### src/rtl/fft_iter_pkg.sv
// Shared types and helpers for the iterative FFT input path.
package fft_iter_pkg;

    localparam int IWL_DEF = 32;
    localparam int AWL_DEF = 5;

    typedef enum logic [2:0] {
        ST_LOAD,
        ST_KICK,
        ST_STRT,
        ST_WBUSY,
        ST_WFREE
    } ld_state_t;

    // Reverse the low w bits of v. Only constant bit indices are used, so the
    // double loop folds to plain wiring.
    function automatic logic [31:0] bitrev(input logic [31:0] v, input int w);
        logic [31:0] r;
        r = '0;
        for (int i = 0; i < 32; i++) begin
            for (int j = 0; j < 32; j++) begin
                if (i < w && i + j == w - 1) r[i] = v[j];
            end
        end
        return r;
    endfunction

endpackage

### src/rtl/bit_reverse_unit.sv
// Address mapping for one input-RAM port. FFT_LOADER_BITREV_EN selects
// bit-reversed order; without it the index passes through unchanged.
module bit_reverse_unit
    import fft_iter_pkg::*;
#(
    parameter int AWL = AWL_DEF
) (
    input  logic [AWL-1:0] idx_i,
    output logic [AWL-1:0] addr_o
);

`ifdef FFT_LOADER_BITREV_EN
    assign addr_o = AWL'(bitrev(32'(idx_i), AWL));
`else
    assign addr_o = idx_i;
`endif

endmodule

### src/rtl/fft_input_loader.sv
// Streams samples pairwise into the FFT engine's input RAM, then starts the
// engine and waits for it to release the RAM. Order set by FFT_LOADER_BITREV_EN.
module fft_input_loader
    import fft_iter_pkg::*;
#(
    parameter int IWL = IWL_DEF,
    parameter int AWL = AWL_DEF
) (
    input  logic           CLK,
    input  logic           RST,
    input  logic           S_VALID,
    output logic           S_READY,
    input  logic [IWL-1:0] S_DATA,
    input  logic           I_RAM_BLOCK,
    output logic           O_START,
    output logic           O_RAM_WR,
    output logic [IWL-1:0] O_A_ADDR,
    output logic [IWL-1:0] O_B_ADDR,
    output logic [IWL-1:0] O_A_DATA,
    output logic [IWL-1:0] O_B_DATA,
    output logic           O_BUSY
);

    localparam logic [AWL-1:0] CNT_LAST = '1;

    ld_state_t      state_q, state_d;
    logic [AWL-1:0] cnt_q, cnt_d;
    logic [IWL-1:0] hold_q, hold_d;
    logic           wr_q, wr_d, start_q, start_d, busy_q, busy_d;
    logic [AWL-1:0] a_addr_q, a_addr_d, b_addr_q, b_addr_d;
    logic [IWL-1:0] a_data_q, a_data_d, b_data_q, b_data_d;
    logic [AWL-1:0] rev_a, rev_b;
    logic           xfer;

    // Port A always takes the even index of the pair, port B the odd one.
    bit_reverse_unit #(.AWL(AWL)) u_rev_a (.idx_i(cnt_q & ~AWL'(1)), .addr_o(rev_a));
    bit_reverse_unit #(.AWL(AWL)) u_rev_b (.idx_i(cnt_q),            .addr_o(rev_b));

    // Reset also blocks acceptance so nothing is handshaken while held in reset.
    assign S_READY = RST && (state_q == ST_LOAD) && !I_RAM_BLOCK;
    assign xfer    = S_VALID && S_READY;

    always_comb begin
        state_d  = state_q;
        cnt_d    = cnt_q;
        hold_d   = hold_q;
        wr_d     = 1'b0;
        start_d  = 1'b0;
        a_addr_d = a_addr_q;
        b_addr_d = b_addr_q;
        a_data_d = a_data_q;
        b_data_d = b_data_q;
        case (state_q)
            ST_LOAD: begin
                if (xfer) begin
                    cnt_d = cnt_q + AWL'(1);
                    if (!cnt_q[0]) begin
                        hold_d = S_DATA;
                    end else begin
                        wr_d     = 1'b1;
                        a_addr_d = rev_a;
                        b_addr_d = rev_b;
                        a_data_d = hold_q;
                        b_data_d = S_DATA;
                    end
                    if (cnt_q == CNT_LAST) state_d = ST_KICK;
                end
            end
            ST_KICK: begin
                state_d = ST_STRT;
                start_d = 1'b1;
            end
            ST_STRT:  state_d = ST_WBUSY;
            ST_WBUSY: if (I_RAM_BLOCK)  state_d = ST_WFREE;
            ST_WFREE: if (!I_RAM_BLOCK) state_d = ST_LOAD;
            default:  state_d = ST_LOAD;
        endcase
        busy_d = (state_d != ST_LOAD);
    end

    always_ff @(posedge CLK) begin
        if (!RST) begin
            state_q  <= ST_LOAD;
            cnt_q    <= '0;
            hold_q   <= '0;
            wr_q     <= 1'b0;
            start_q  <= 1'b0;
            busy_q   <= 1'b0;
            a_addr_q <= '0;
            b_addr_q <= '0;
            a_data_q <= '0;
            b_data_q <= '0;
        end else begin
            state_q  <= state_d;
            cnt_q    <= cnt_d;
            hold_q   <= hold_d;
            wr_q     <= wr_d;
            start_q  <= start_d;
            busy_q   <= busy_d;
            a_addr_q <= a_addr_d;
            b_addr_q <= b_addr_d;
            a_data_q <= a_data_d;
            b_data_q <= b_data_d;
        end
    end

    assign O_START  = start_q;
    assign O_RAM_WR = wr_q;
    assign O_BUSY   = busy_q;
    assign O_A_ADDR = {{(IWL-AWL){1'b0}}, a_addr_q};
    assign O_B_ADDR = {{(IWL-AWL){1'b0}}, b_addr_q};
    assign O_A_DATA = a_data_q;
    assign O_B_DATA = b_data_q;

endmodule

### config.mk
export PLATFORM = sky130hd
export DESIGN_NAME = fft_input_loader
export DESIGN_NICKNAME = d
export VERILOG_FILES = /design/src/rtl/fft_iter_pkg.sv /design/src/rtl/bit_reverse_unit.sv /design/src/rtl/fft_input_loader.sv
export SDC_FILE = /design/constraint.sdc
export NUM_CORES = 1
export LEC_CHECK = 0
export BUFFER_PORTS_ARGS = -buffer_cell sky130_fd_sc_hd__buf_4
export CAP_MARGIN = 15
export CORE_AREA = 2 2 105 107
export CTS_CLUSTER_DIAMETER = 50
export DETAILED_ROUTE_END_ITERATION = 10
export DIE_AREA = 0 0 107 109
export GPL_TIMING_DRIVEN = 0
export PLACE_DENSITY = 0.79
export SLEW_MARGIN = 20
export SYNTH_ARGS = -nofsm -noshare
export SYNTH_HDL_FRONTEND = slang
export SYNTH_HIERARCHICAL = 1
export SYNTH_SLANG_ARGS = --single-unit
### constraint.sdc
create_clock -name CLK -period 2.16 [get_ports CLK]
set_input_delay 0.324 -clock CLK [delete_from_list [all_inputs] [get_ports CLK]]
set_output_delay 0.324 -clock CLK [all_outputs]
set_load 0.02 [all_outputs]
==> results of run 1 <==
==> state kept, by name, summed over array words and instances, names as in the netlist <==
register  cells
b_addr_q      5
O_A_DATA     32
state_q       3
a_addr_q      5
O_START       1
cnt_q         5
O_RAM_WR      1
O_B_DATA     32
O_BUSY        1
hold_q       32
==> critical path, cell delays in order, from the launching register on <==
cell,delay (ps)
dfxtp_2,350
or3b_4,390
buf_8,180
nor3_2,110
buf_4,160
==> routing by layer <==
metal	share of wire (%)	wire length, µm
met5	0	0
met4	2.0	281
met3	8.9	1268
met2	47	6735
met1	42	5904
==> through the flow <==
stage          cells  hold WS (ps)  area, µm²
2_1_floorplan    654         435.0       5341
3_3_place_gp     907         449.5       6365
3_5_place_dp     907         454.0       6365
4_1_cts          937         31.36       6964
5_1_grt          937         47.69       6980
6_report         938         45.38       6983
==> final timing paths <==
check	from	to	slack, ps	cells after the start
worst min register to register	hold_q[24]	hold_q[24]	460	2
worst max register to register	state_q[0]	hold_q[28]	190	5
worst max-delay path	state_q[2]	S_READY	110	4
worst min-delay path	S_DATA[0]	hold_q[0]	50	3
==> synth_stat cells (all sizes together) <==
cell type	count
nor3b	2
nand2	45
nor3	2
nor2	4
or3b	2
nor4b	1
conb	1
inv	1
a21oi	1
and3	1
dfxtp	117
mux2i	10
and3b	2
buf	79
nand3	102
o221ai	1
nand4bb	1
clkbuf	41
a21boi	77
o21a	1
ha	2
nand3b	1
and4bb	1
nor2b	2
a32oi	1
o21ai	101
nand4	1
==> power by group through the flow <==
stage	combinational, mW	clock [mW]	sequential (mW)
floorplan	0.330	0	2.27
global placement	0.473	0	2.27
detailed placement	0.478	0	2.27
CTS	0.479	2.88	2.22
global route	0.531	2.98	2.23
finish	0.494	2.86	2.22
==> logic make-up after synthesis <==
kind of cell,after synthesis,synth area share [%]
flops,117,45.58
simple gates,167,16.39
buf+inv,121,13.85
fa+ha+maj,2,0.4869
other cells,1,0.07298
mux,10,1.948
compound gates,182,21.67
==> cell type report <==
cell class	count	area share, %
Sequential cell	117	33.56
Multi-Input combinational cell	416	32.86
Timing Repair Buffer	113	12.15
Buffer	118	10.16
Clock buffer	22	6.486
Tap cell	140	2.509
Clock inverter	10	2.186
Inverter	1	0.05375
Antenna cell	1	0.03584
==> timing repair <==
item | 4_1_cts | 5_1_grt
cloned | 0 | 0
gates resized for setup | 1 | 5
hold endpoints to repair | 0 | 0
endpoints found under the setup margin | 1 | 1
==> flow_metrics.tcl, run 1 <==
set metrics [dict create \
    postRouteAntennaNets 0 \
    power_density_mw_per_mm2 799.1 \
    switching_share_pct 22.77 \
    die_w_um 107 \
    ys_seq_area_share_pct 45.58 \
    cts_root_buf "clkbuf_8" \
    p_leak_nw 2.948 \
    yosysTopAreaCell "dfxtp_1" \
    grt_first_pass_wirelength_um 22010 \
    initialDrtViolationCount 357 \
    critPathKind "reg -> out" \
    core-area_mm2 0.01060 \
    fp.dieH_um 109 \
    cp_max_fo 25 \
    grtUsageMet1_pct 31.01 \
    tritoncts "built" \
    finalClockSkew_ps 7.253 \
    critPathLaunchType "flop" \
    met3_usage_pct 6.336 \
    synth_top_area_share_pct 45.58 \
    num_rows 38 \
    layout_common_cells "buf_4, dfxtp_1, nand3_1" \
    syn_to_final_growth_pct 35.89 \
    first_pass_iters 8 \
    routed_wl_um 14190 \
    synth_warnings 6 \
    hold_viol_final 0 \
    htree_levels 4 \
    worst_slack_ps 112.8 \
    numPortBuffers 113 \
    clock_latency_ps 520 \
    status "finished, final reports clean" \
    dieArea_mm2 0.01166 \
    layout_commonest_cell "buf_4" \
    start_util_pct 48.47 \
    dpl.hpwl_um 10780 \
    netlist_instances 600 \
    p_seq_share_pct 39.9 \
    end_kind "output pin" \
    yosysUniqueCellTypes 33 \
    drc 0 \
    drv_cap 0 \
    period_share_pct 94.78 \
    num_vias 4836 \
    grtUsageTotal_pct 24.41 \
    grt_antenna_before_repair 1 \
    clkSinkCount 117 \
    drive_gt1_share_pct 28.23 \
    fillCellCount 874 \
    arrival_ps 1720 \
    clkTransAtPathRegs_ps 60 \
    dpl_worst_slack_ps 63.23 \
    comb_power_share_pct 8.8 \
    top_usage_layer "met2" \
    cts_hold_buf 0 \
    ioPinCount 168 \
    grt_start_max_net_pins 26 \
    use_met2_pct 40.45 \
    max-vdd-ir-drop_mv 0.4427 \
    wl_per_cell_um 15.13 \
    max_clock_freq_ghz 0.4885 \
    multi_input_area_mm2 0.002295 \
    grt_pass1_vias 4411 \
    slew_viol_final 0 \
    viasPerCell 5.156 \
    worst_pin_slew_ps 606.3 \
    syn_avg_cell_area_um2 8.564 \
    p_sw_mw 1.271 \
    critPathRequiredTime_ps 1840 \
    fin_nets 822 \
    seqCellArea_mm2 0.002344 \
    fin_util_pct 65.86 \
    pwr-share-clk_pct 51.3 \
    hold_path_class "in -> reg" \
    min_period_ps 2047 \
    overflow 0 \
    ys_top_cells_by_area "dfxtp_1, nand3_1, o21ai_0" \
    cts_buffers 17 \
    setup_viol 0 \
    rsz0062_at_grt "no" \
    post_cts_buffers 0 \
    power.internal_mw 4.310 \
    clock_path_buffers 2 \
    maxSlewHeadroom_pct 59.48 \
    finalSetupTns_ps 0 \
    gp_congestion 0.8728 \
    netlist_area_mm2 0.005139 \
    p_total_mw 5.580 \
    ys_ff_latch 117 \
]
Note: power is estimated with default switching activity, not from simulation.
==> run 2: changes to the inputs <==
--- a/config.mk
+++ b/config.mk
@@ -7,10 +7,12 @@
 export LEC_CHECK = 0
 export BUFFER_PORTS_ARGS = -buffer_cell sky130_fd_sc_hd__buf_4
 export CAP_MARGIN = 15
-export CORE_AREA = 2 2 105 107
+export CELL_PAD_IN_SITES_DETAIL_PLACEMENT = 1
+export CELL_PAD_IN_SITES_GLOBAL_PLACEMENT = 2
+export CORE_AREA = 2 2 137 139
 export CTS_CLUSTER_DIAMETER = 50
 export DETAILED_ROUTE_END_ITERATION = 10
-export DIE_AREA = 0 0 107 109
+export DIE_AREA = 0 0 139 141
 export GPL_TIMING_DRIVEN = 0
 export PLACE_DENSITY = 0.79
 export SLEW_MARGIN = 20
==> flow_metrics.tcl, run 2 (synthesis results as in run 1) <==
set metrics [dict create \
    diodes 0 \
    cts_hold_buf 0 \
    critPathKind "reg -> out" \
    dpl.cell_count 1001 \
    period_share_pct 94.65 \
    num_rows 50 \
    max_stage_delay_ps 370 \
    crit_slowest_cell "dfxtp_1" \
    layout_commonest_cell "buf_4" \
    arrival_ps 1720 \
    power_density_mw_per_mm2 796.8 \
    finalClockSkew_ps 8.355 \
    cts_root_buf "clkbuf_16" \
    grt_first_pass_wirelength_um 26890 \
    syn_to_final_growth_pct 38.01 \
    worst_pin_slew_ps 706.8 \
    status "finished, final reports clean" \
    fin_cells 1031 \
    overflow 0 \
    fin_nets 822 \
    fp.dieH_um 141 \
    clkTransAtPathRegs_ps 50 \
    postRouteAntennaNets 0 \
    clkSinkCount 117 \
    routed_wl_um 16940 \
    hold_path_class "in -> reg" \
    drive_gt1_share_pct 28.11 \
    drv_cap 0 \
    fin_util_pct 38.82 \
    hold_slack_ps 140.2 \
    first_pass_iters 4 \
    initialDrtViolationCount 229 \
    cts_buffers 17 \
    cp_max_fo 25 \
    start_util_pct 28.13 \
    wl_per_cell_um 16.43 \
    critPathRequiredTime_ps 1840 \
    critPathLaunchType "flop" \
    clock_latency_ps 420 \
    grt_antenna_before_repair 0 \
    critPathMostFrequentCell "buf_4" \
    ioPinCount 168 \
    grtUsageTotal_pct 17.53 \
    rsz0062_at_grt "no" \
    clock_path_buffers 2 \
    layout_common_cells "buf_4, dfxtp_1, nand3_1" \
    numPortBuffers 113 \
    viasPerCell 4.625 \
    post_cts_buffers 0 \
    die_w_um 139 \
    gp_congestion 0.7992 \
    dpl.hpwl_um 13220 \
    dieArea_mm2 0.01960 \
    hold_viol_final 0 \
    grt_pass1_vias 4955 \
    setup_viol 0 \
    htree_levels 4 \
    r2r_slack_ps 180 \
    drc 0 \
    max-vdd-ir-drop_mv 0.5911 \
    max_clock_freq_ghz 0.4891 \
    p_leak_nw 2.954 \
    grt_start_max_net_pins 26 \
    slew_viol_final 0 \
    tritoncts "built" \
    maxSlewHeadroom_pct 52.75 \
    cp_cell_sequence "or3b_1 -> buf_4 -> nor3_2 -> buf_4" \
    core-area_mm2 0.01827 \
    end_kind "output pin" \
    num_vias 4768 \
    min_period_ps 2045 \
]
==> run 2: cell count changes in the layout (fill, tap and decap cells not counted), sizes merged <==
cell,before,now
diode,1,0
clkinvlp,1,0
clkbuf,62,63
clkinv,5,6
buf,191,190
==> run 2: area by class of cell <==
class	instances	area, µm²
fill	2195	11180
sequential	117	2342
multi-input combinational	416	2292
timing repair buffer	113	848.3
buffer	118	704.4
clock buffer	22	454.2
tap	234	292.8
clock inverter	10	153.9
inverter	1	3.754
==> run 2: what timing repair did <==
item	in CTS	in global routing
endpoints found under the setup margin	1	5
resized for setup	1	4
cloned	0	0
endpoints found under the hold margin	0	0
==> run 2: per-layer routing <==
layer	up-vias	wire length, µm	track usage [%]
li1	2340	-	-
met1	2282	7416	21.54
met2	125	8410	30.08
met3	21	861	4.280
met4	0	253	6.114
met5	-	0	0
==> run 2: path summary, 6_finish.rpt <==
| path | startpoint | end | cells past startpoint |
|---|---|---|---|
| max | state_q[2] | S_READY | 4 |
| min | S_DATA[14] | hold_q[14] | 3 |
| max reg2reg | state_q[0] | hold_q[30] | 5 |
| min reg2reg | hold_q[23] | hold_q[23] | 2 |
==> run 2: report_power, final <==
| part | internal, mW | switching [mW] |
|---|---|---|
| combinational | 0.186 | 0.313 |
| sequential | 2.20 | 0.0276 |
| clock | 1.95 | 0.975 |
| total | 4.33 | 1.32 |
==> run 2: per-stage QoR <==
step	setup TNS, ps	cell area [µm²]	total power, mW	worst slack (ps)
2_1_floorplan	0	5341	2.596	205.1
3_3_place_gp	-68.08	6482	2.760	-68.08
3_5_place_dp	-90.79	6482	2.768	-90.79
4_1_cts	0	7084	5.698	58.63
5_1_grt	0	7092	5.850	2.131
6_report	0	7092	5.651	115.5
==> run 2: worst max-delay path: cells and delay by family (launching register included) <==
| kind | cells | cell delay [ps] |
|---|---|---|
| simple gates | 2 | 520 |
| buf+inv | 2 | 410 |
| flops | 1 | 370 |
==> run 3: changes to the inputs <==
--- a/config.mk
+++ b/config.mk
@@ -9,12 +9,13 @@
 export CAP_MARGIN = 15
 export CELL_PAD_IN_SITES_DETAIL_PLACEMENT = 1
 export CELL_PAD_IN_SITES_GLOBAL_PLACEMENT = 2
-export CORE_AREA = 2 2 137 139
+export CORE_AREA = 2 2 134 136
+export CTS_BUF_LIST = sky130_fd_sc_hd__clkbuf_4 sky130_fd_sc_hd__clkbuf_8
 export CTS_CLUSTER_DIAMETER = 50
 export DETAILED_ROUTE_END_ITERATION = 10
-export DIE_AREA = 0 0 139 141
+export DIE_AREA = 0 0 136 138
 export GPL_TIMING_DRIVEN = 0
-export PLACE_DENSITY = 0.79
+export PLACE_DENSITY = 0.83
 export SLEW_MARGIN = 20
 export SYNTH_ARGS = -nofsm -noshare
 export SYNTH_HDL_FRONTEND = slang
==> flow_metrics.tcl, run 3 (synthesis results as in run 1) <==
set metrics [dict create \
    layout_commonest_cell "buf_4" \
    period_share_pct 92.49 \
    max-vdd-ir-drop_mv 0.3755 \
    cts_buffers 17 \
    hold_path_class "in -> reg" \
    postRouteAntennaNets 0 \
    num_rows 49 \
    grt_pass1_vias 4894 \
    core-area_mm2 0.01753 \
    max_clock_freq_ghz 0.5005 \
    clkSinkCount 117 \
    slew_viol_final 0 \
    fp.dieH_um 138 \
    finalClockSkew_ps 6.277 \
    syn_to_final_growth_pct 34.16 \
    maxSlewHeadroom_pct 55.72 \
    dpl.hpwl_um 13210 \
    dpl_worst_slack_ps -89.92 \
    arrival_ps 1670 \
    start_util_pct 29.31 \
    layout_common_cells "buf_4, dfxtp_1, nand3_1" \
    postLayoutCellArea_mm2 0.006894 \
    dieArea_mm2 0.01877 \
    worst_pin_slew_ps 662.5 \
    drc 0 \
    max_stage_delay_ps 380 \
    crit_slowest_cell "or3b_1" \
    routed_wl_um 16720 \
    place_area_mm2 0.006476 \
    fillCellCount 2154 \
    num_vias 4734 \
    p_leak_nw 2.865 \
    grt_antenna_before_repair 0 \
    clock_path_buffers 2 \
    min_period_ps 1998 \
    hold_viol_final 0 \
    grt_start_max_net_pins 26 \
    gp_congestion 0.7804 \
    fin_nets 822 \
    seqCellArea_mm2 0.002342 \
    setup_viol 0 \
    die_w_um 136 \
    clkTransAtPathRegs_ps 70 \
    ioPinCount 168 \
    drv_cap 0 \
    post_cts_buffers 0 \
    cts_root_buf "clkbuf_8" \
    power_density_mw_per_mm2 704.4 \
    hold_slack_ps 121.1 \
    diodes 0 \
    wl_per_cell_um 16.35 \
    viasPerCell 4.628 \
    cp_max_fo 25 \
    drive_gt1_share_pct 28.21 \
    rsz0062_at_grt "no" \
    grtUsageTotal_pct 18.16 \
    first_pass_iters 4 \
    overflow 0 \
    clock_latency_ps 440 \
    critPathLaunchType "flop" \
    initialDrtViolationCount 211 \
    end_kind "output pin" \
    numPortBuffers 113 \
    tritoncts "built" \
    critPathRequiredTime_ps 1840 \
    status "finished, final reports clean" \
    grt_first_pass_wirelength_um 26230 \
    cp_cell_sequence "or3b_1 -> buf_6 -> nor3_2 -> buf_4" \
    critPathKind "reg -> out" \
    worst_slack_ps 162.1 \
    multi_input_area_mm2 0.002292 \
    htree_levels 4 \
]
## run 3: report_power, final
part / total [mW] / switching (mW) / leakage, nW / internal, mW
logic: 0.497 / 0.310 / 1.70 / 0.187
registers: 2.22 / 0.0283 / 0.946 / 2.20
clock network: 2.13 / 0.839 / 0.216 / 1.30
total: 4.86 / 1.18 / 2.87 / 3.68
## run 3: worst max-delay path: cells and delay by family (launching register included)
| family | cells | cell delay, ps |
|---|---|---|
| AND/OR/NAND/NOR | 2 | 510 |
| flip-flops | 1 | 370 |
| buffers and inverters | 2 | 350 |
## run 3: repair_timing
item                                    in CTS  in global routing
endpoints found under the setup margin       1                  4
resized for setup                            1                  4
hold buffers                                 0                  0
endpoints found under the hold margin        0                  0
## run 3: final cells by class
cell class / instances / area share [%]
sequential: 117 / 33.97
tap: 229 / 4.156
buffer: 118 / 10.25
inverter: 1 / 0.05445
clock buffer: 25 / 4.628
multi-input combinational: 416 / 33.25
clock inverter: 4 / 1.379
timing repair buffer: 113 / 12.30
## run 3: routing by layer
layer / GRT usage (%) / vias to the layer above / wire [µm]
met4: 7.237 / 0 / 344
met2: 30.73 / 129 / 8299
met3: 4.070 / 25 / 787
met5: 0 / - / 0
met1: 22.21 / 2249 / 7290
li1: - / 2331 / -
## run 3: path summary, 6_finish.rpt
| kind | end | slack (ps) | cells past startpoint | start |
|---|---|---|---|---|
| setup / recovery | S_READY | 160 | 4 | state_q[2] |
| hold / removal | hold_q[14] | 120 | 3 | S_DATA[14] |
| setup reg to reg | O_A_DATA[13] | 170 | 5 | state_q[2] |
| hold reg to reg | hold_q[5] | 470 | 2 | hold_q[5] |
## run 3: per-stage QoR
| step | TNS (ps) | std cells | util (%) | power [mW] |
|---|---|---|---|---|
| after floorplan | 0 | 654 | - | 2.596 |
| after global placement | -66.72 | 996 | 36.93 | 2.756 |
| after detailed placement | -89.92 | 996 | 36.93 | 2.767 |
| after CTS | 0 | 1023 | 39.26 | 4.906 |
| after global routing | 0 | 1023 | 39.32 | 5.052 |
| final | 0 | 1023 | 39.32 | 4.856 |
